[config.mk]
export PLATFORM = sky130hd
export DESIGN_NAME = fifo_write_arbiter
export DESIGN_NICKNAME = d
export VERILOG_FILES = /design/src/rtl/fifo_write_arbiter.sv
export SDC_FILE = /design/constraint.sdc
export NUM_CORES = 1
export LEC_CHECK = 0
export ABC_AREA = 1
export ABC_CLOCK_PERIOD_IN_PS = 1800
export CAP_MARGIN = 0
export CELL_PAD_IN_SITES_DETAIL_PLACEMENT = 2
export CELL_PAD_IN_SITES_GLOBAL_PLACEMENT = 2
export CORE_UTILIZATION = 25
export DETAILED_ROUTE_END_ITERATION = 12
export MAX_ROUTING_LAYER = met4
export PLACE_DENSITY = 0.84
export SKIP_LAST_GASP = 1
export SLEW_MARGIN = 20
export SYNTH_ARGS = -nofsm -noshare
export SYNTH_HDL_FRONTEND = slang
export SYNTH_SLANG_ARGS = --single-unit
[constraint.sdc]
create_clock -name clk -period 1.8 [get_ports clk]
set_clock_uncertainty 0.05 [all_clocks]
set_input_delay 0.36 -clock clk [delete_from_list [all_inputs] [get_ports clk]]
set_output_delay 0.36 -clock clk [all_outputs]
set_load 0.02 [all_outputs]
[src/rtl/fifo_write_arbiter.sv]
// Round-robin arbiter that shares the buffer's parallel-write port between NUM_REQ producers.
// Each grant captures the winner's payload and drives one registered write pulse, then settles.
module fifo_write_arbiter #(
    parameter int unsigned NUM_BIT   = 4,
    parameter int unsigned PAR_WRITE = 2,
    parameter int unsigned NUM_REQ   = 2,
    parameter int unsigned REQ_IDX   = 1
) (
    input  logic                                 clk,
    input  logic                                 rst,
    input  logic [NUM_REQ-1:0]                   req,
    input  logic [NUM_REQ*PAR_WRITE*NUM_BIT-1:0] req_data,
    output logic [NUM_REQ-1:0]                   gnt,
    output logic [REQ_IDX-1:0]                   grant_id,
    input  logic                                 buf_ready,
    input  logic                                 buf_full,
    output logic                                 buf_write_en,
    output logic [PAR_WRITE*NUM_BIT-1:0]         buf_din,
    output logic                                 busy,
    output logic [7:0]                           wr_count
);

    localparam int unsigned W_WORD = PAR_WRITE * NUM_BIT;

    typedef enum logic [1:0] {
        IDLE   = 2'd0,
        WRITE  = 2'd1,
        SETTLE = 2'd2
    } state_t;

    state_t               r_state;
    state_t               w_next;
    logic [REQ_IDX-1:0]   r_ptr;
    logic [REQ_IDX-1:0]   w_ptr;
    logic [NUM_REQ-1:0]   r_gnt;
    logic [NUM_REQ-1:0]   w_gnt;
    logic [REQ_IDX-1:0]   r_gid;
    logic [REQ_IDX-1:0]   w_gid;
    logic                 r_wen;
    logic                 w_wen;
    logic [W_WORD-1:0]    r_din;
    logic [W_WORD-1:0]    w_din;
    logic                 r_busy;
    logic                 w_busy;
    logic [7:0]           r_cnt;
    logic [7:0]           w_cnt;
    logic [REQ_IDX-1:0]   w_winner;
    logic                 w_found;
    logic                 w_grant;

    // First asserted request searching upward from the slot after the last winner.
    always_comb begin
        logic [REQ_IDX-1:0] v_i;
        v_i      = '0;
        w_winner = '0;
        w_found  = 1'b0;
        for (int unsigned k = 1; k <= NUM_REQ; k++) begin
            v_i = REQ_IDX'((32'(r_ptr) + k) % NUM_REQ);
            if (!w_found && req[v_i]) begin
                w_winner = v_i;
                w_found  = 1'b1;
            end
        end
    end

    assign w_grant = (r_state == IDLE) && w_found && buf_ready && !buf_full;

    always_ff @(posedge clk or posedge rst) begin
        if (rst) begin
            r_state <= IDLE;
        end else begin
            r_state <= w_next;
        end
    end

    always_comb begin
        w_next = r_state;
        case (r_state)
            IDLE:    if (w_grant) w_next = WRITE;
            WRITE:   w_next = SETTLE;
            SETTLE:  w_next = IDLE;
            default: w_next = IDLE;
        endcase
    end

    // Next values of the registered outputs; the write pulse only exists on the grant edge.
    always_comb begin
        w_gnt  = '0;
        w_wen  = 1'b0;
        w_din  = r_din;
        w_gid  = r_gid;
        w_ptr  = r_ptr;
        w_cnt  = r_cnt;
        w_busy = (w_next != IDLE);
        case (r_state)
            IDLE: begin
                if (w_grant) begin
                    w_gnt = NUM_REQ'(1) << w_winner;
                    w_wen = 1'b1;
                    w_din = req_data[32'(w_winner) * W_WORD +: W_WORD];
                    w_gid = w_winner;
                    w_ptr = w_winner;
                end
            end
            WRITE: begin
                if (r_cnt != 8'hFF) w_cnt = r_cnt + 8'd1;
            end
            default: ;
        endcase
    end

    always_ff @(posedge clk or posedge rst) begin
        if (rst) begin
            r_gnt  <= '0;
            r_gid  <= REQ_IDX'(NUM_REQ - 1);
            r_ptr  <= REQ_IDX'(NUM_REQ - 1);
            r_wen  <= 1'b0;
            r_din  <= '0;
            r_busy <= 1'b0;
            r_cnt  <= 8'd0;
        end else begin
            r_gnt  <= w_gnt;
            r_gid  <= w_gid;
            r_ptr  <= w_ptr;
            r_wen  <= w_wen;
            r_din  <= w_din;
            r_busy <= w_busy;
            r_cnt  <= w_cnt;
        end
    end

    assign gnt          = r_gnt;
    assign grant_id     = r_gid;
    assign buf_write_en = r_wen;
    assign buf_din      = r_din;
    assign busy         = r_busy;
    assign wr_count     = r_cnt;

endmodule

# Word level (Yosys, flattened, before mapping)
# Index checks and enable logic that the tools add are counted.
[totals]
ff_bits = 23
in_bits = 22
output_inout_bits = 21
elab_cells = 40
[classes]
n_addsub = 3
order_cmp = 2
n_eq_ne = 2
shift = 2
muxes = 14
reduce_logical = 10
[op_table]
columns = ["cell", "count"]
rows = [
  ["$shiftx A16 B5 Y8", 1],
  ["$mux W1", 10],
  ["$add A8 B1 Y8 const B", 1],
  ["$ne A8 B8 Y1 const B", 1],
  ["$mux W2", 3],
  ["$logic_and A1 B1 Y1", 4],
  ["$lt A1 B2 Y1 const B", 2],
  ["$pmux W2 S2", 1],
  ["$reduce_and A2 Y1", 2],
  ["$add A1 B1 Y1 const B", 2],
  ["$eq A2 B1 Y1 const B", 1],
  ["$logic_not A1 Y1", 2],
  ["$logic_not A2 Y1", 1],
  ["$reduce_bool A2 Y1", 1],
  ["$shl A1 B1 Y2 const A", 1],
]

# Depth between registers and ports, before layout
[depth]
word_depth = 13
depth_mapped = 8
depth_no_buf = 8

# Least setup slack after synthesis
# OpenSTA, ideal clock, no wires.
[synth_timing]
path_kind = "register -> register"
from = "register r_cnt[0] (netlist: wr_count[0])"
to = "register r_cnt[3] (netlist: wr_count[3])"
setup_time_ns = 0.117
arrival_time_ns = 1.212
t_required_ns = 1.633
setup_slack_ns = 0.421
path_stages_with_launch = 9
path_buffers = 0
synth_period_minus_slack_ns = 1.379
cell_sequence = "dfrtp_1 > ha_1 > inv_2 > nor2_4 > nand2_4 > nand2_8 > inv_6 > nand2_1 > nand2_1"
[synth_via]
elab_chain_len = 2
word_cells_on_any_way = 3
classes_between = "1 x add/sub; 1 x eq/ne; 1 x reduce/logical"
[synth_lines]
columns = ["item", "line", "source"]
rows = [
  ["from (decl)", "45", "logic [7:0] r_cnt;"],
  ["from (signal assigned)", "128", "r_cnt <= w_cnt;"],
  ["branches (longest 2 deep; another with $add A8 B1 Y8)", "-", ""],
]
# Several ways; the timed one is not identified.
# A chain may end at the register's enable or synchronous reset.

# Worst setup path after layout
[layout_timing]
from = "register r_cnt[0] (netlist: wr_count[0])"
to = "output port wr_count[0]"
[layout_rtl]
columns = ["item", "line", "source"]
rows = [
  ["to (decl)", "20", "output logic [7:0] wr_count"],
]
# No word-level cell between the ends.

==> results.json <==
{
  "criticalPathCategory": "reg2out",
  "die_area_mm2": 0.00484,
  "ys_seq_area_share_pct": 50.5,
  "drt-total-wl_mm": 3.44,
  "p_clk_share_pct": 20.3,
  "yosysWarnings": 0,
  "status": "complete, no violations",
  "dp_hpwl_mm": 2.87,
  "synth-edff-count": 0,
  "synth_async_sr_flop_share_pct": 100,
  "grt_max_degree": 14,
  "clk_pin_slew_worst_paths_ns": 0.09,
  "arrival_ns": 1.33,
  "crit_chain": "clkdlybuf4s50_1",
  "area_growth_pct": 50.2,
  "p_int_w": 0.00102,
  "finalHoldViolations": 0,
  "grt_pass1_vias": 1264,
  "numCtsBuffers": 3,
  "antenna_found_initial": 0,
  "ys.flop_type": "dfrtp_1",
  "setup_viol_count_final": 0,
  "worstPathBufferInverterCount": 1,
  "cts_tree": "yes",
  "place_congestion": 0.711,
  "die_w_um": 69.6,
  "clock_latency_ns": 0.26,
  "root_buffer": "clkbuf_8",
  "ir_worst_vdd_mv": 0.309,
  "synth_cell_type_count": 22,
  "sw_frac_of_total_pct": 35.4,
  "cpLargestDelayFamily": "buffers and inverters",
  "tightest_slew_ns": 0.252,
  "totalPowerFinal_w": 0.00158,
  "synth_nets": 169,
  "fp.coreArea_mm2": 0.00438,
  "die_h_um": 69.6,
  "n_antenna_cell": 0,
  "p_seq_share_pct": 43.9,
  "rsz0062_at_grt": "false",
  "synthesis.area_mm2": 0.00114,
  "avgViaCountPerCell": 4.46,
  "slew_headroom_pct": 83.2,
  "fin_crit_ns": 1.74,
  "fin_setup_tns_ns": 0,
  "drtIter0Drc": 35,
  "ant_nets": 0,
  "routed-via-count": 1111,
  "overflow": 0,
  "ys_ff_latch": 23,
  "htree_levels": 1,
  "drive_gt1_share_pct": 13.7,
  "syn_inst": 146,
  "io_buffer_count": 42,
  "hold_class": "in2async",
  "slowest_stage": "clkdlybuf4s50_1",
  "critical_path.max_fanout": 5,
  "wire_per_inst_um": 13.8,
  "start_util_pct": 26.1,
  "maxCapViolCount": 0,
  "rows": 24,
  "grt_pass1_wl_mm": 5.95,
  "nets": 221,
  "avgSynthCellArea_um2": 7.82,
  "cts_max_path_buffers": 2,
  "grtUsageTotal_pct": 16.1,
  "route.detailed.drc": 0,
  "ios": 43,
  "critical_path_required_ns": 1.39,
  "maxSlewViolCount": 0,
  "fmax_mhz": 575,
  "cellPowerDensity_mw_per_mm2": 923,
  "start_kind": "flip-flop",
  "cts.hold.buffers_added": 0,
  "firstDrtPassIters": 4,
  "endpoint_kind": "output port",
  "timing.final.crit_share_pct": 96.7,
  "max_stage_delay_ns": 0.63,
  "clkSinkCount": 23,
  "p_leak_nw": 0.893,
  "power_switching_w": 0.000560,
  "combPwrFrac_pct": 35.7
}
[kinds of logic after synthesis]
group	share of synthesized area (%)
AND/OR/NAND/NOR	39.0
flip-flops	50.5
buffers and inverters	5.48
AO/OA/AOI/OAI	1.64
adder cells (fa/ha/maj)	1.10
XOR/XNOR	2.30
[state kept, by name, summed over array words and instances (netlist names)]
name,cells
buf_write_en,1
busy,1
wr_count,8
buf_din,8
grant_id,1
r_state,2
gnt,2
[synth_stat cells (2+ instances only)]
master / count / area (um^2)
nand2_1: 80 / 300
dfrtp_1: 22 / 551
nor2_1: 8 / 30.0
inv_1: 6 / 22.5
inv_2: 5 / 18.8
nand3_1: 4 / 20.0
nand4_1: 2 / 12.5
nor2_2: 2 / 12.5
nor2_4: 2 / 22.5
o21ai_1: 2 / 10.0
xor2_1: 2 / 17.5
[per-stage QoR]
step	instance area [um^2]	utilization (%)	setup WS [ns]	hold slack [ns]	cells
CTS	1710	39.0	0.00559	0.219	249
finish	1720	39.1	0.0601	0.221	249
global placement	1670	38.0	0.252	0.419	245
floorplan	1140	-	0.421	0.311	146
detailed placement	1670	38.0	0.117	0.438	245
global route	1720	39.1	0.0168	0.237	249
[timing repair]
| action | CTS | global route |
|---|---|---|
| setup endpoints to repair | 3 | 2 |
| pin swaps | 0 | 0 |
| setup buffers | 0 | 0 |
| gates resized for setup | 3 | 2 |
[per-layer routing]
metal,GRT usage [%],wire [um],vias up
met1,17.7,1420,533
li1,-,-,542
met3,2.76,135,4
met4,4.76,27,0
met5,-,0,-
met2,29.6,1850,32
[final timing paths]
kind	startpoint	to	slack, ns	depth (start not counted)
setup reg to reg	wr_count[0]$_DFFE_PP0P_	wr_count[7]$_DFFE_PP0P_	0.35	8
hold reg to reg	buf_din[5]$_DFFE_PP0P_	buf_din[5]$_DFFE_PP0P_	0.46	2
hold / removal	rst	r_state[1]$_DFF_PP0_	0.22	2
min in group clk	buf_din[5]$_DFFE_PP0P_	buf_din[5]$_DFFE_PP0P_	0.46	2
max in group asynchronous	rst	grant_id$_DFFE_PP1P_	1.01	3
setup / recovery	wr_count[0]$_DFFE_PP0P_	wr_count[0]	0.06	1
[layout by cell type, fill, tap and decap left out, drive strengths merged]
cell / instances
xnor2: 1
dfstp: 1
inv: 12
nor2: 12
nand2: 83
ha: 1
dlymetal6s2s: 2
clkinv: 1
xor2: 2
clkdlybuf4s50: 37
nand3: 5
clkbuf: 3
nand4: 2
buf: 7
o21ai: 3
dfrtp: 22
dlygate4sd2: 3
[area by class of cell]
cell class              count  area [um^2]
fillers                   513         2670
multi-input cells         109          503
well taps                  52         65.1
inverters                  12         50.0
clock buffers               3         41.3
repair buffers             49          474
flip-flops and latches     23          577
clock inverters             1         5.00
[power groups by stage]
| stage | combinational [W] | clock (W) | sequential (W) |
|---|---|---|---|
| 6_report | 0.000566 | 0.000322 | 0.000695 |
| 3_5_place_dp | 0.000590 | 0 | 0.000706 |
| 5_1_grt | 0.000627 | 0.000359 | 0.000711 |
| 4_1_cts | 0.000579 | 0.000343 | 0.000698 |
| 2_1_floorplan | 0.000199 | 0 | 0.000791 |
| 3_3_place_gp | 0.000561 | 0 | 0.000702 |
Note: power is estimated with default switching activity, not from simulation.
==> patch 1, RTL diff (same settings) <==
Make the reset (`rst`) synchronous in 2 clocked blocks.
--- a/src/rtl/fifo_write_arbiter.sv
+++ b/src/rtl/fifo_write_arbiter.sv
@@ -66,5 +66,5 @@
     assign w_grant = (r_state == IDLE) && w_found && buf_ready && !buf_full;
 
-    always_ff @(posedge clk or posedge rst) begin
+    always_ff @(posedge clk) begin
         if (rst) begin
             r_state <= IDLE;
@@ -110,5 +110,5 @@
     end
 
-    always_ff @(posedge clk or posedge rst) begin
+    always_ff @(posedge clk) begin
         if (rst) begin
             r_gnt  <= '0;
Function: differs if rst is asserted again (counterexample within 4 cycles, from zero or initial values and one cycle with rst high); with rst held inactive, the same outputs for 10 cycles.
==> patch 1 against the original RTL <==
  * Worst hold slack improved by 0.21 ns
  * Sequential cell count did not move
  * Worst setup slack got worse by 0.0073 ns
  * Routed wire length fell by 2.6%
  * Design area decreased by 6.9%
  * Area after synthesis shrank 7.3%
Power is not compared: it rests on default switching activity, and its combinational part moved more than twofold at a synthesized area within 25%.
==> patch 1: results (changes against the original RTL) <==
Tot Pwr: 1038 uW
Hold depth: 2
Pint: 770.8 uW
All-Layer GR Usage: 0.1703 (was 0.1609)
# placed instances: 250 (was 245)
Fraction of layout cells with a size suffix above 1: 0.06863 (was 0.1371)
DP HPWL: 2811 um (was 2874 um)
Clk Latency, worst-skew pair: 0.26 ns (about the same)
Clock buffer depth: 2 (unchanged)
Synth top area cells: dfxtp_1, nand2_1, nor2_1 (was dfrtp_1, nand2_1, nor2_1)
# fillers: 489 (was 513)
Slowest stage delay, CP: 0.64 ns
Lkg Pwr: 0.0006617 uW
Post-Synth XOR/XNOR Area: 0 (was 0.02300)
Number of synthesized flops with an enable pin: 0 (unchanged)
Clock Pin Slew Worst Setup and Hold Paths: 0.08 ns
Initial DRC count: 34 (was 35)
Synth cell count leaders: nand2_1, dfxtp_1, nor2_1 (was nand2_1, dfrtp_1, nor2_1)
Met1 wire length: 1436 um (was 1422 um)
Register area share after synthesis: 0.4350 (was 0.5049)
DR top layer: met4 (unchanged)
Worst Reg-to-Reg Cells: 8 (unchanged)
Vias in the first global route: 1,288 (was 1,264)
Post-synthesis adder-cell area fraction: 0.01182 (was 0.01095)
Commonest register cell after synthesis: dfxtp_1 (was dfrtp_1)
Vias: 1,175 (was 1,111)
Met3 wire len: 128 um (was 135 um)
Final GP Congestion: 0.7214 (was 0.7105)
Slew @ Worst Pin: 0.3529 ns (was 0.2520 ns)
Clock Power: 326 uW
M1 GR Usage: 0.1885 (was 0.1765)
P_comb: 178 uW
Largest net degree at the start of global routing: 14 (unchanged)
Dpl ws: -0.02660 ns (was 0.1173 ns)
Final wirelength: 3346 um (was 3436 um)
Worst hold path class: reg2reg (was in2async)
# diodes: 0 (unchanged)
Number of H-tree levels: 1 (unchanged)
# nets final: 228 (was 221)
DP Area: 0.001550 mm2 (was 0.001668 mm2)
Worst ir drop on vdd: 227.2 uV
Vias/cell: 4.626 (was 4.462)
CTS Buf Count: 3 (unchanged)
Syn Nets: 181 (was 169)
Routed wl met2: 1769 um (was 1850 um)
DR pass1 iterations: 3 (was 4)
Worst path slowest cell: clkdlybuf4s50_1 (unchanged)
Post-synthesis compound-gate area fraction: 0.07210 (was 0.01643)
Met3 Track Usage GR: 0.02568 (was 0.02762)
First-pass GRT wire length: 5644 um (was 5954 um)
Cells after Synth: 158 (was 146)
Status: complete, no violations (unchanged)
Grt met2 use: 0.3150 (was 0.2956)
Asr flop ratio synth: 0 (was 1.000)
[patch 1: final cells by class]
cell class,count,area [um2],share of cell area
multi-input cells,115,523.0,0.3273
repair buffers,45,442.9,0.2772
flip-flops and latches,23,460.4,0.2882
inverters,17,63.81,0.03994
clock buffers,4,45.04,0.02819
well taps,50,62.56,0.03915
[patch 1: kinds of logic after synthesis]
kind of cell	after synthesis
DFF	23
buffers and inverters	20
adders and majority gates	1
AOI/OAI and AO/OA	15
and+or+nand+nor	99
[patch 1: timing repair]
action | in CTS | in global routing
resized for setup | 0 | 1
setup endpoints to repair | 0 | 5
buffers inserted | 0 | 0
[patch 1: path summary, 6_finish.rpt]
path              slack (ns)     endpoint         from
setup / recovery        0.05  wr_count[3]  wr_count[3]
hold / removal          0.43   buf_din[0]   buf_din[0]
setup reg to reg        0.21  wr_count[7]  wr_count[0]
hold reg to reg         0.43   buf_din[0]   buf_din[0]
==> patch 2, RTL diff (config.mk and constraints unchanged) <==
Without the edit above. Set the parameter `NUM_REQ` to 4 (it was 2).
--- a/src/rtl/fifo_write_arbiter.sv
+++ b/src/rtl/fifo_write_arbiter.sv
@@ -4,5 +4,5 @@
     parameter int unsigned NUM_BIT   = 4,
     parameter int unsigned PAR_WRITE = 2,
-    parameter int unsigned NUM_REQ   = 2,
+    parameter int unsigned NUM_REQ   = 4,
     parameter int unsigned REQ_IDX   = 1
 ) (
Interface: changed (resized gnt, req and req_data); port bits go from 43 to 63. The function was not compared with the original's and may differ.
==> patch 2 against the original RTL <==
  * Worst hold slack gained 0.17 ns
  * Critical path type unchanged
  * Count of clock-buffer cells in the layout grew 1
  * Highest routed layer unchanged
  * Total power grew 5.6%
  * Worst setup slack gained 0.011 ns
  * Sequential cell count is the same
  * Routed wire length shrank 0.55%
  * Global-route usage shrank 1.4 points
  * Area after synthesis grew 11%
  * Design area grew 6.3%
  * Register-to-register slack lost 0.03 ns
  * First-iteration DRC count grew 34%
==> patch 2: results (changes against the original RTL) <==
Avg Cell Area, Syn: 8.523 um2 (was 7.824 um2)
# placed instances: 260 (was 245)
Fraction of layout cells with a size suffix above 1: 0.2030 (was 0.1371)
CP top delay family: buffers and inverters (unchanged)
First-pass GRT wire length: 5844 um (was 5954 um)
Initial DRC count: 47 (was 35)
Register area share after synthesis: 0.4542 (was 0.5049)
Final hold vios: 0 (unchanged)
Initial antenna violation count: 0 (unchanged)
Lkg Pwr: 0.0009022 uW (was 0.0008930 uW)
Synth top area cells: dfrtp_1, nand2_1, nand2_4 (was dfrtp_1, nand2_1, nor2_1)
Clock buffer depth: 2 (unchanged)
Final GP Congestion: 0.7336 (was 0.7105)
Cell variety after synth: 23 (was 22)
CTS Buf Count: 3 (unchanged)
Worst ir drop on vdd: 269.1 uV (was 308.6 uV)
Pint: 1069 uW (was 1024 uW)
DP HPWL: 2642 um (was 2874 um)
Final non-filler cell total: 264 (was 249)
Asr flop ratio synth: 1.000 (unchanged)
# nets final: 239 (was 221)
Slowest stage delay, CP: 0.63 ns (about the same)
Synth cell count leaders: nand2_1, dfrtp_1, nand2_2 (was nand2_1, dfrtp_1, nor2_1)
# diodes: 0 (unchanged)
Root Driver: clkbuf_8 (unchanged)
Worst setup startpoint: wr_count[0] (unchanged)
Vias/cell: 4.208 (was 4.462)
CP arrival: 1.32 ns
Vias in the first global route: 1,237 (was 1,264)
DR pass1 iterations: 4 (unchanged)
All-Layer GR Usage: 0.1469 (was 0.1609)
Footprint of the multi-input gates: 614.3 um2 (was 503.0 um2)
Warnings, synthesis: 0 (unchanged)
Clk Latency, worst-skew pair: 0.26 ns (about the same)
Worst path slowest cell: clkdlybuf4s50_1 (unchanged)
Port bufs: 42 (unchanged)
Dpl ws: 0.1425 ns (was 0.1173 ns)
# fillers: 580 (was 513)
Number of H-tree levels: 1 (unchanged)
Commonest register cell after synthesis: dfrtp_1 (unchanged)
DP Area: 0.001773 mm2 (was 0.001668 mm2)
Status: complete, no violations (unchanged)
Final wirelength: 3417 um (was 3436 um)
Worst hold path class: in2async (unchanged)
Critical path fanouts, max: 5 (unchanged)
Clock Pin Slew Worst Setup and Hold Paths: 0.09 ns (about the same)
Largest net degree at the start of global routing: 24 (was 14)
patch 2: logic make-up after synthesis:
group | Yosys count | share of synthesized area
adder cells (fa/ha/maj) | 1 | 0.009851
AO/OA/AOI/OAI | 2 | 0.01083
buffers and inverters | 15 | 0.06503
AND/OR/NAND/NOR | 104 | 0.4365
XOR/XNOR | 3 | 0.02069
other | 1 | 0.002953
flip-flops | 23 | 0.4542
patch 2: final cells by class:
class | count | area share
Timing Repair Buffer | 46 | 0.2498
Sequential cell | 23 | 0.3164
Multi-Input combinational cell | 112 | 0.3370
Tap cell | 67 | 0.04598
Clock buffer | 4 | 0.02471
Inverter | 12 | 0.02608
patch 2: repair_timing:
action	in CTS	in global routing
hold buffers	0	0
gates resized for setup	2	3
buffers inserted	0	0
setup endpoints to repair	2	3
patch 2: path summary, 6_finish.rpt:
path,cells after the start,endpoint,slack [ns]
setup / recovery,1,wr_count[0],0.07
hold / removal,3,wr_count[2],0.39
setup reg to reg,8,wr_count[7],0.32
hold reg to reg,2,grant_id,0.43
max in group asynchronous,3,grant_id,1.03
min in group clk,2,grant_id,0.43
patch 2: power groups by stage:
| stage | clock network [uW] | registers, uW | logic [uW] |
|---|---|---|---|
| final | 336 | 698 | 638 |
| after global routing | 371 | 713 | 699 |
| after CTS | 351 | 701 | 654 |
| after detailed placement | 0 | 712 | 654 |
| after global placement | 0 | 708 | 632 |
| after floorplan | 0 | 815 | 240 |
patch 2: per-layer routing:
layer | global-route usage | share of wire | up-vias | routed length, um
met5 | - | 0 | - | 0
met4 | 0.03268 | 0.0079 | 0 | 27
met3 | 0.01235 | 0.025 | 2 | 85
met2 | 0.2716 | 0.54 | 19 | 1838
met1 | 0.1719 | 0.43 | 547 | 1466
li1 | - | - | 543 | -
